[config.mk]
export PLATFORM = sky130hd
export DESIGN_NAME = seq_scan_ctrl
export DESIGN_NICKNAME = d
export VERILOG_FILES = /design/src/rtl/seq_scan_ctrl.sv
export SDC_FILE = /design/constraint.sdc
export NUM_CORES = 1
export LEC_CHECK = 0
export ABC_AREA = 0
export CAP_MARGIN = 5
export CELL_PAD_IN_SITES_DETAIL_PLACEMENT = 1
export CELL_PAD_IN_SITES_GLOBAL_PLACEMENT = 1
export CORE_MARGIN = 1.5
export CORE_UTILIZATION = 42
export DETAILED_ROUTE_END_ITERATION = 8
export PLACE_DENSITY = 0.87
export REMOVE_ABC_BUFFERS = 1
export SKIP_LAST_GASP = 1
export SYNTH_ARGS = -nofsm -noshare
export SYNTH_HDL_FRONTEND = slang
export SYNTH_SLANG_ARGS = --single-unit
[constraint.sdc]
create_clock -name clk -period 1.8 [get_ports clk]
set_input_delay 0.54 -clock clk [delete_from_list [all_inputs] [get_ports clk]]
set_output_delay 0.54 -clock clk [all_outputs]
set_load 0.1 [all_outputs]
[src/rtl/seq_scan_ctrl.sv]
// Word-in, bit-serial-out scan controller with internal overlapping "11"/"010" match counter.
// Optional macro SEQ_CARRY_EN: keep the last two scanned bits across words (cleared only by reset/flush).
module seq_scan_ctrl #(
  parameter int WIDTH = 8,
  parameter int CNT_W = 4
) (
  input  logic             clk,
  input  logic             rst,
  input  logic             in_valid,
  output logic             in_ready,
  input  logic [WIDTH-1:0] in_data,
  input  logic             flush,
  output logic             ser_valid,
  output logic             ser_data,
  output logic             out_valid,
  input  logic             out_ready,
  output logic [CNT_W-1:0] out_count,
  output logic [1:0]       dbg_state
);

  // Handshakes: a transfer happens on a rising edge where valid and ready are both high;
  // valid never depends on ready, and out_count is stable while out_valid is high.

  localparam int IDX_W = (WIDTH > 2) ? $clog2(WIDTH) : 1;
  localparam logic [IDX_W-1:0] LAST_IDX = IDX_W'(WIDTH - 1);
  localparam logic [CNT_W-1:0] CNT_MAX  = {CNT_W{1'b1}};

  typedef enum logic [1:0] {
    S_IDLE  = 2'd0,
    S_SHIFT = 2'd1,
    S_DONE  = 2'd2
  } state_t;

  state_t           r_state;
  logic [WIDTH-1:0] r_shift;
  logic [IDX_W-1:0] r_idx;
  logic [CNT_W-1:0] r_count;
  logic [CNT_W-1:0] r_out_count;
  logic [1:0]       r_hist;     // [0] = previous bit, [1] = the one before
  logic [1:0]       r_hist_vld;
  logic             r_in_ready;
  logic             r_ser_valid;
  logic             r_ser_data;
  logic             r_out_valid;

  logic             w_bit;
  logic             w_match;
  logic [CNT_W-1:0] w_cnt_next;

  assign w_bit   = r_shift[WIDTH-1];
  // The two patterns need opposite current bits, so at most one can fire per bit.
  assign w_match = (r_hist_vld[0] & r_hist[0] & w_bit) |
                   (r_hist_vld[1] & r_hist_vld[0] & ~r_hist[1] & r_hist[0] & ~w_bit);
  assign w_cnt_next = (r_count == CNT_MAX) ? r_count
                                           : r_count + {{(CNT_W-1){1'b0}}, w_match};

  always_ff @(posedge clk or negedge rst) begin
    if (!rst) begin
      r_state     <= S_IDLE;
      r_shift     <= '0;
      r_idx       <= '0;
      r_count     <= '0;
      r_out_count <= '0;
      r_hist      <= '0;
      r_hist_vld  <= '0;
      r_in_ready  <= 1'b1;
      r_ser_valid <= 1'b0;
      r_ser_data  <= 1'b0;
      r_out_valid <= 1'b0;
    end else if (flush) begin
      r_state     <= S_IDLE;
      r_hist      <= '0;
      r_hist_vld  <= '0;
      r_in_ready  <= 1'b1;
      r_ser_valid <= 1'b0;
      r_ser_data  <= 1'b0;
      r_out_valid <= 1'b0;
    end else begin
      case (r_state)
        S_IDLE: begin
          if (in_valid && r_in_ready) begin
            r_shift     <= in_data;
            r_idx       <= '0;
            r_count     <= '0;
`ifdef SEQ_CARRY_EN
            r_hist_vld  <= r_hist_vld;
`else
            r_hist_vld  <= '0;
`endif
            r_state     <= S_SHIFT;
            r_in_ready  <= 1'b0;
            r_ser_valid <= 1'b1;
            r_ser_data  <= in_data[WIDTH-1];
          end
        end
        S_SHIFT: begin
          r_shift    <= {r_shift[WIDTH-2:0], 1'b0};
          r_idx      <= r_idx + IDX_W'(1);
          r_count    <= w_cnt_next;
          r_hist     <= {r_hist[0], w_bit};
          r_hist_vld <= {r_hist_vld[0], 1'b1};
          if (r_idx == LAST_IDX) begin
            r_state     <= S_DONE;
            r_out_valid <= 1'b1;
            r_out_count <= w_cnt_next;
            r_ser_valid <= 1'b0;
            r_ser_data  <= 1'b0;
          end else begin
            r_ser_data  <= r_shift[WIDTH-2];
          end
        end
        S_DONE: begin
          if (out_ready) begin
            r_state     <= S_IDLE;
            r_out_valid <= 1'b0;
            r_in_ready  <= 1'b1;
          end
        end
        default: begin
          r_state     <= S_IDLE;
          r_in_ready  <= 1'b1;
          r_ser_valid <= 1'b0;
          r_ser_data  <= 1'b0;
          r_out_valid <= 1'b0;
        end
      endcase
    end
  end

  assign in_ready  = r_in_ready;
  assign ser_valid = r_ser_valid;
  assign ser_data  = r_ser_data;
  assign out_valid = r_out_valid;
  assign out_count = r_out_count;
  assign dbg_state = r_state;

endmodule
**Word-level counts from Yosys, hierarchy flattened**

Cells that the tools add are included.
W data, S select, Z words.

- Bits in registers: 29
- Output and inout bits: 10
- Input port bits: 13
- Word-level logic and storage cells: 80

- Bitwise logic cells: 10
- Muxes and demuxes: 33
- Add/sub/neg operators: 2
- Reduce and logical (&&, ||, !) cells: 13
- Equality and inequality tests: 11

Operators by type and width:

| kind | count |
|---|---|
| $reduce_and A3 Y1 | 6 |
| $mux W2 | 8 |
| $pmux W8 S2 | 1 |
| $mux W1 | 12 |
| $pmux W1 S3 | 4 |
| $ne A3 B3 Y1 const B | 3 |
| $mux W4 | 2 |
| $mux W8 | 1 |
| $ne A2 B2 Y1 const B | 4 |
| $pmux W4 S2 | 1 |
| $and A1 B1 Y1 | 6 |
| $pmux W2 S3 | 1 |
| $pmux W3 S2 | 1 |
| $add A4 B1 Y4 | 1 |
| $eq A4 B4 Y1 const B | 1 |
| $pmux W2 S2 | 1 |
| $reduce_and A2 Y1 | 2 |
| $reduce_bool A2 Y1 | 2 |
| $add A3 B1 Y3 const B | 1 |
| $eq A3 B3 Y1 const B | 1 |
| $mux W3 | 1 |
| $not A1 Y1 | 3 |
| $reduce_bool A3 Y1 | 1 |
| $eq A2 B1 Y1 const B | 1 |
| 4 further kinds | 4 |

**Longest topological paths before layout**

- Depth in word-level cells: 8
- Mapped depth: 8
- Depth with buffers taken out: 8

**Worst setup path after synthesis**

Ideal clock, no wire load.

- Path kind: register to register
- From: reg r_state[1] (netlist: dbg_state[1])
- To: reg r_shift[1]
- Setup time: 0.125 ns
- Required time: 1.675 ns
- Path buffers: 1
- Clock period less this slack: 2.123 ns
- Arrival time: 1.998 ns
- Stages on the path, launching flop included: 5
- Slack: -0.323 ns
- Path through: dfrtp_1 nand2b_1 buf_6 mux2_4 mux2_4

- Longest elaborated chain between the ends: 3
- Elaborated cells between the ends (all ways): 6
- Classes of those cells: eq/ne (2); mux (1); reduce/logical (3)

RTL lines:

| item | line | text |
|---|---|---|
| start, declared | 34 | `state_t r_state;` |
| start signal, assigned | 59 | `r_state <= S_IDLE;` |
| start signal, assigned | 71 | `r_state <= S_IDLE;` |
| start signal, assigned | 90 | `r_state <= S_SHIFT;` |
| $eq A2 B1 Y1 / $logic_not A2 Y1 (equally long branches) | 79 | `case (r_state)` |
| $reduce_bool A2 Y1 (no source line) / $ne A2 B2 Y1 (equally long branches) | -- |  |
| $reduce_and A3 Y1 (no source line) | -- |  |
| end signal, assigned | 82 | `r_shift <= in_data;` |
| end signal, assigned | 97 | `r_shift <= {r_shift[WIDTH-2:0], 1'b0};` |
| end, declared | 35 | `logic [WIDTH-1:0] r_shift;` |

Several ways; a longest one is shown, not always the timed one.
A chain may end at the register's enable or synchronous reset.

**Worst setup path in the final report**

- From: reg r_in_ready (netlist: in_ready)
- To: out in_ready

RTL lines:

| item | line | text |
|---|---|---|
| start, declared | 41 | `logic r_in_ready;` |
| start signal, assigned | 66 | `r_in_ready <= 1'b1;` |
| start signal, assigned | 74 | `r_in_ready <= 1'b1;` |
| start signal, assigned | 91 | `r_in_ready <= 1'b0;` |
| end, declared | 10 | `output logic in_ready,` |

No word-level cell between the ends.

==> reports/summary.json <==
{
  "cts_max_path_buffers": 2,
  "ys_ff_latch": 29,
  "dp_cells": 198,
  "synthMostInstantiatedCell": "sky130_fd_sc_hd__dfrtp_1",
  "largest_family_of_logic_cells_by_synthesized_area": "multiplexers",
  "synthXorXnorAreaFrac": 0,
  "finalSetupViolations": 0,
  "num-nets-final": 176,
  "report.final.hold_viol_count": 0,
  "fin_util": 0.5867,
  "crit_type": "reg2out",
  "via_per_inst": 5.272,
  "die_w_microns": 62.34,
  "grt_max_degree": 30,
  "power.leakage_uw": 0.0009190,
  "whs_ns": 0.4991,
  "min_period_ns": 1.684,
  "port-buffer-count": 22,
  "tritoncts.num_buffers": 5,
  "num_vias": 1086,
  "dp_slack_ns": -0.2243,
  "grt_setup_unrepaired": "false",
  "fp-row-count": 21,
  "grt_pass1_wl_microns": 5658,
  "cts.repair_timing.setup_buffer_count": 0,
  "synth.largest_area_cell": "sky130_fd_sc_hd__dfrtp_1",
  "finalCritPeriodShare": 0.9354,
  "dieArea_sq_um": 3886,
  "post_drt_wl_per_cell_microns": 16.81,
  "vdd.ir_drop.worst_uv": 404.2,
  "max_freq_ghz": 0.5939,
  "synth_edf_count": 0,
  "synth_simple_gate_area_share": 0.1599,
  "maxCapViolCount": 0,
  "post_cts_resized": 0,
  "worstPathMaxFanout": 6,
  "critPathCaptureType": "output pin",
  "critical_path.max_stage_delay_ns": 0.62,
  "dieHeight_microns": 62.34,
  "yosysUniqueCellTypes": 35,
  "post_synth.cell_area_avg_sq_um": 11.74,
  "fraction_of_final_layout_cells_with_drive_strength_greater_than_1": 0.2563,
  "cts_stage_hold_buffer_count": 0,
  "final_max_slew_viol_count": 0,
  "post_layout_nonfiller_instances": 206,
  "globalplace.congestion": 0.7692,
  "holdCritPathClass": "reg2reg",
  "synthTopCellsByArea": "sky130_fd_sc_hd__dfrtp_1, sky130_fd_sc_hd__mux2_4, sky130_fd_sc_hd__mux2i_1",
  "path_delay_family": "flip-flops",
  "critical_path.cell_chain": "buf_12",
  "total_switching_power_uw": 525.4,
  "synth_mux_area_frac": 0.1726,
  "postLayoutSetupSlackWorst_ns": 0.1162,
  "grt_use_total": 0.1969,
  "tritoncts": "done",
  "netlist_top_cells_count": "sky130_fd_sc_hd__dfrtp_1, sky130_fd_sc_hd__nor2_1, sky130_fd_sc_hd__a21oi_1, sky130_fd_sc_hd__mux2_4, sky130_fd_sc_hd__nand2b_1",
  "slew-limit-headroom": 0.6433,
  "clk_pin_slew_worst_paths_ns": 0.09,
  "final_ant_viol_nets": 0,
  "antenna_found_initial": 0,
  "start_util": 0.4397,
  "sequentialPowerShare": 0.478,
  "number_of_drc_violations_after_detailed_routing_iteration_0": 24,
  "p_per_area_nw_per_um2": 860.1,
  "p_total_uw": 1697,
  "num_io_pins": 23,
  "timing_worst_slew_pin_value_ns": 0.5350,
  "power_frac_clock": 0.251,
  "synth_top_area_share": 0.4738,
  "p_sw_frac": 0.3096,
  "crit_path_max_delay_cell_type": "sky130_fd_sc_hd__dfstp_2",
  "clock-root-buffer": "sky130_fd_sc_hd__clkbuf_4",
  "status": "finished clean",
  "clkLatencyLatePin_ns": 0.34,
  "wl_microns": 3463,
  "first_global_vias": 1166,
  "ys_async_sr_fraction": 1.000,
  "core-area_sq_um": 3363,
  "timing.clock.skew_ns": 0.01355,
  "synth_top_flop_cell": "sky130_fd_sc_hd__dfrtp_1",
  "dp_hpwl_microns": 2568,
  "critPathRequiredTime_ns": 1.26,
  "worst-path-buf-inv": 1,
  "areaGrowthSynthToFinish_pct": 33.42,
  "grt_remaining_overflow": 0,
  "combinational_share_of_power": 0.271,
  "internal_power_uw": 1172,
  "post_synth_inst_count": 126,
  "synth_sequential_area_ratio": 0.4915,
  "tritonroute_pass_1_iters": 4,
  "timing.critical_path.arrival_ns": 1.14,
  "synth-compound-area-share": 0.1142,
  "cts.sink_count": 29,
  "synth_fa_ha_area_frac": 0.03384,
  "ys_warn_count": 0,
  "syn_area_sq_um": 1479,
  "cts_htree_levels": 2,
  "start_kind": "flop",
  "antenna_cells": 0,
  "detail_route.drc_violations": 0
}
path summary, 6_finish.rpt:
| kind | cells after the start | slack (ns) | end | start |
|---|---|---|---|---|
| max reg2reg | 3 | 0.21 | r_shift[4] | dbg_state[0] |
| min reg2reg | 1 | 0.50 | r_idx[2] | r_idx[2] |
| min | 1 | 0.50 | r_idx[2] | r_idx[2] |
| min in group asynchronous | 2 | 0.58 | out_count[2] | rst |
| max | 1 | 0.12 | in_ready | in_ready |
| max in group asynchronous | 2 | 0.89 | in_ready | rst |
registers in the layout (all words and copies together) (netlist names):
register,count
dbg_state,2
in_ready,1
out_count,4
out_valid,1
r_count,4
r_hist,2
r_hist_vld,2
r_idx,3
r_shift,8
ser_data,1
ser_valid,1
layer usage:
metal | global-route usage | vias up | share of wire
li1 | - | 516 | -
met1 | 0.2296 | 547 | 0.43
met2 | 0.3329 | 17 | 0.52
met3 | 0.05435 | 6 | 0.027
met4 | 0.1000 | 0 | 0.023
met5 | 0 | - | 0
stage by stage:
stage	TNS (ns)	cell area, sq um
2_1_floorplan	-6.721	1449
3_3_place_gp	-1.548	1914
3_5_place_dp	-2.256	1914
4_1_cts	0	1973
5_1_grt	0	1973
6_report	0	1973
cell usage in the layout (no fill, tap or decap), types with 4 or more instances in the layout:
cell | netlist | layout
sky130_fd_sc_hd__a21oi_1 | 10 | 10
sky130_fd_sc_hd__buf_12 | 0 | 11
sky130_fd_sc_hd__buf_4 | 0 | 9
sky130_fd_sc_hd__clkbuf_4 | 0 | 5
sky130_fd_sc_hd__clkdlybuf4s50_1 | 0 | 12
sky130_fd_sc_hd__dfrtp_1 | 28 | 28
sky130_fd_sc_hd__ha_1 | 4 | 4
sky130_fd_sc_hd__mux2_4 | 10 | 10
sky130_fd_sc_hd__mux2i_1 | 6 | 6
sky130_fd_sc_hd__nand2_1 | 4 | 4
sky130_fd_sc_hd__nand2b_1 | 9 | 9
sky130_fd_sc_hd__nand3b_1 | 6 | 6
sky130_fd_sc_hd__nor2_1 | 11 | 11
power groups by stage:
stage	combinational [uW]	clock [uW]	sequential, uW
3_5_place_dp	466	0	821
6_report	460	426	811
5_1_grt	494	471	822
4_1_cts	466	445	811
3_3_place_gp	442	0	813
2_1_floorplan	203	0	890
cell type report:
cell class / instances / area, sq um
Fill cell: 384 / 1390
Sequential cell: 29 / 726.9
Multi-Input combinational cell: 88 / 710.7
Timing Repair Buffer: 32 / 407.9
Clock buffer: 8 / 58.81
Tap cell: 46 / 57.56
Inverter: 3 / 11.26
kinds of logic (layout without fill, tap and decap cells):
logic type	count (synthesis)	after routing
adder cells (fa/ha/maj)	4	4
buffers and inverters	9	43
multiplexers	20	20
AND/OR/NAND/NOR	39	39
flip-flops	29	29
AO/OA/AOI/OAI	25	25
Note: power is estimated with default switching activity, not from simulation.
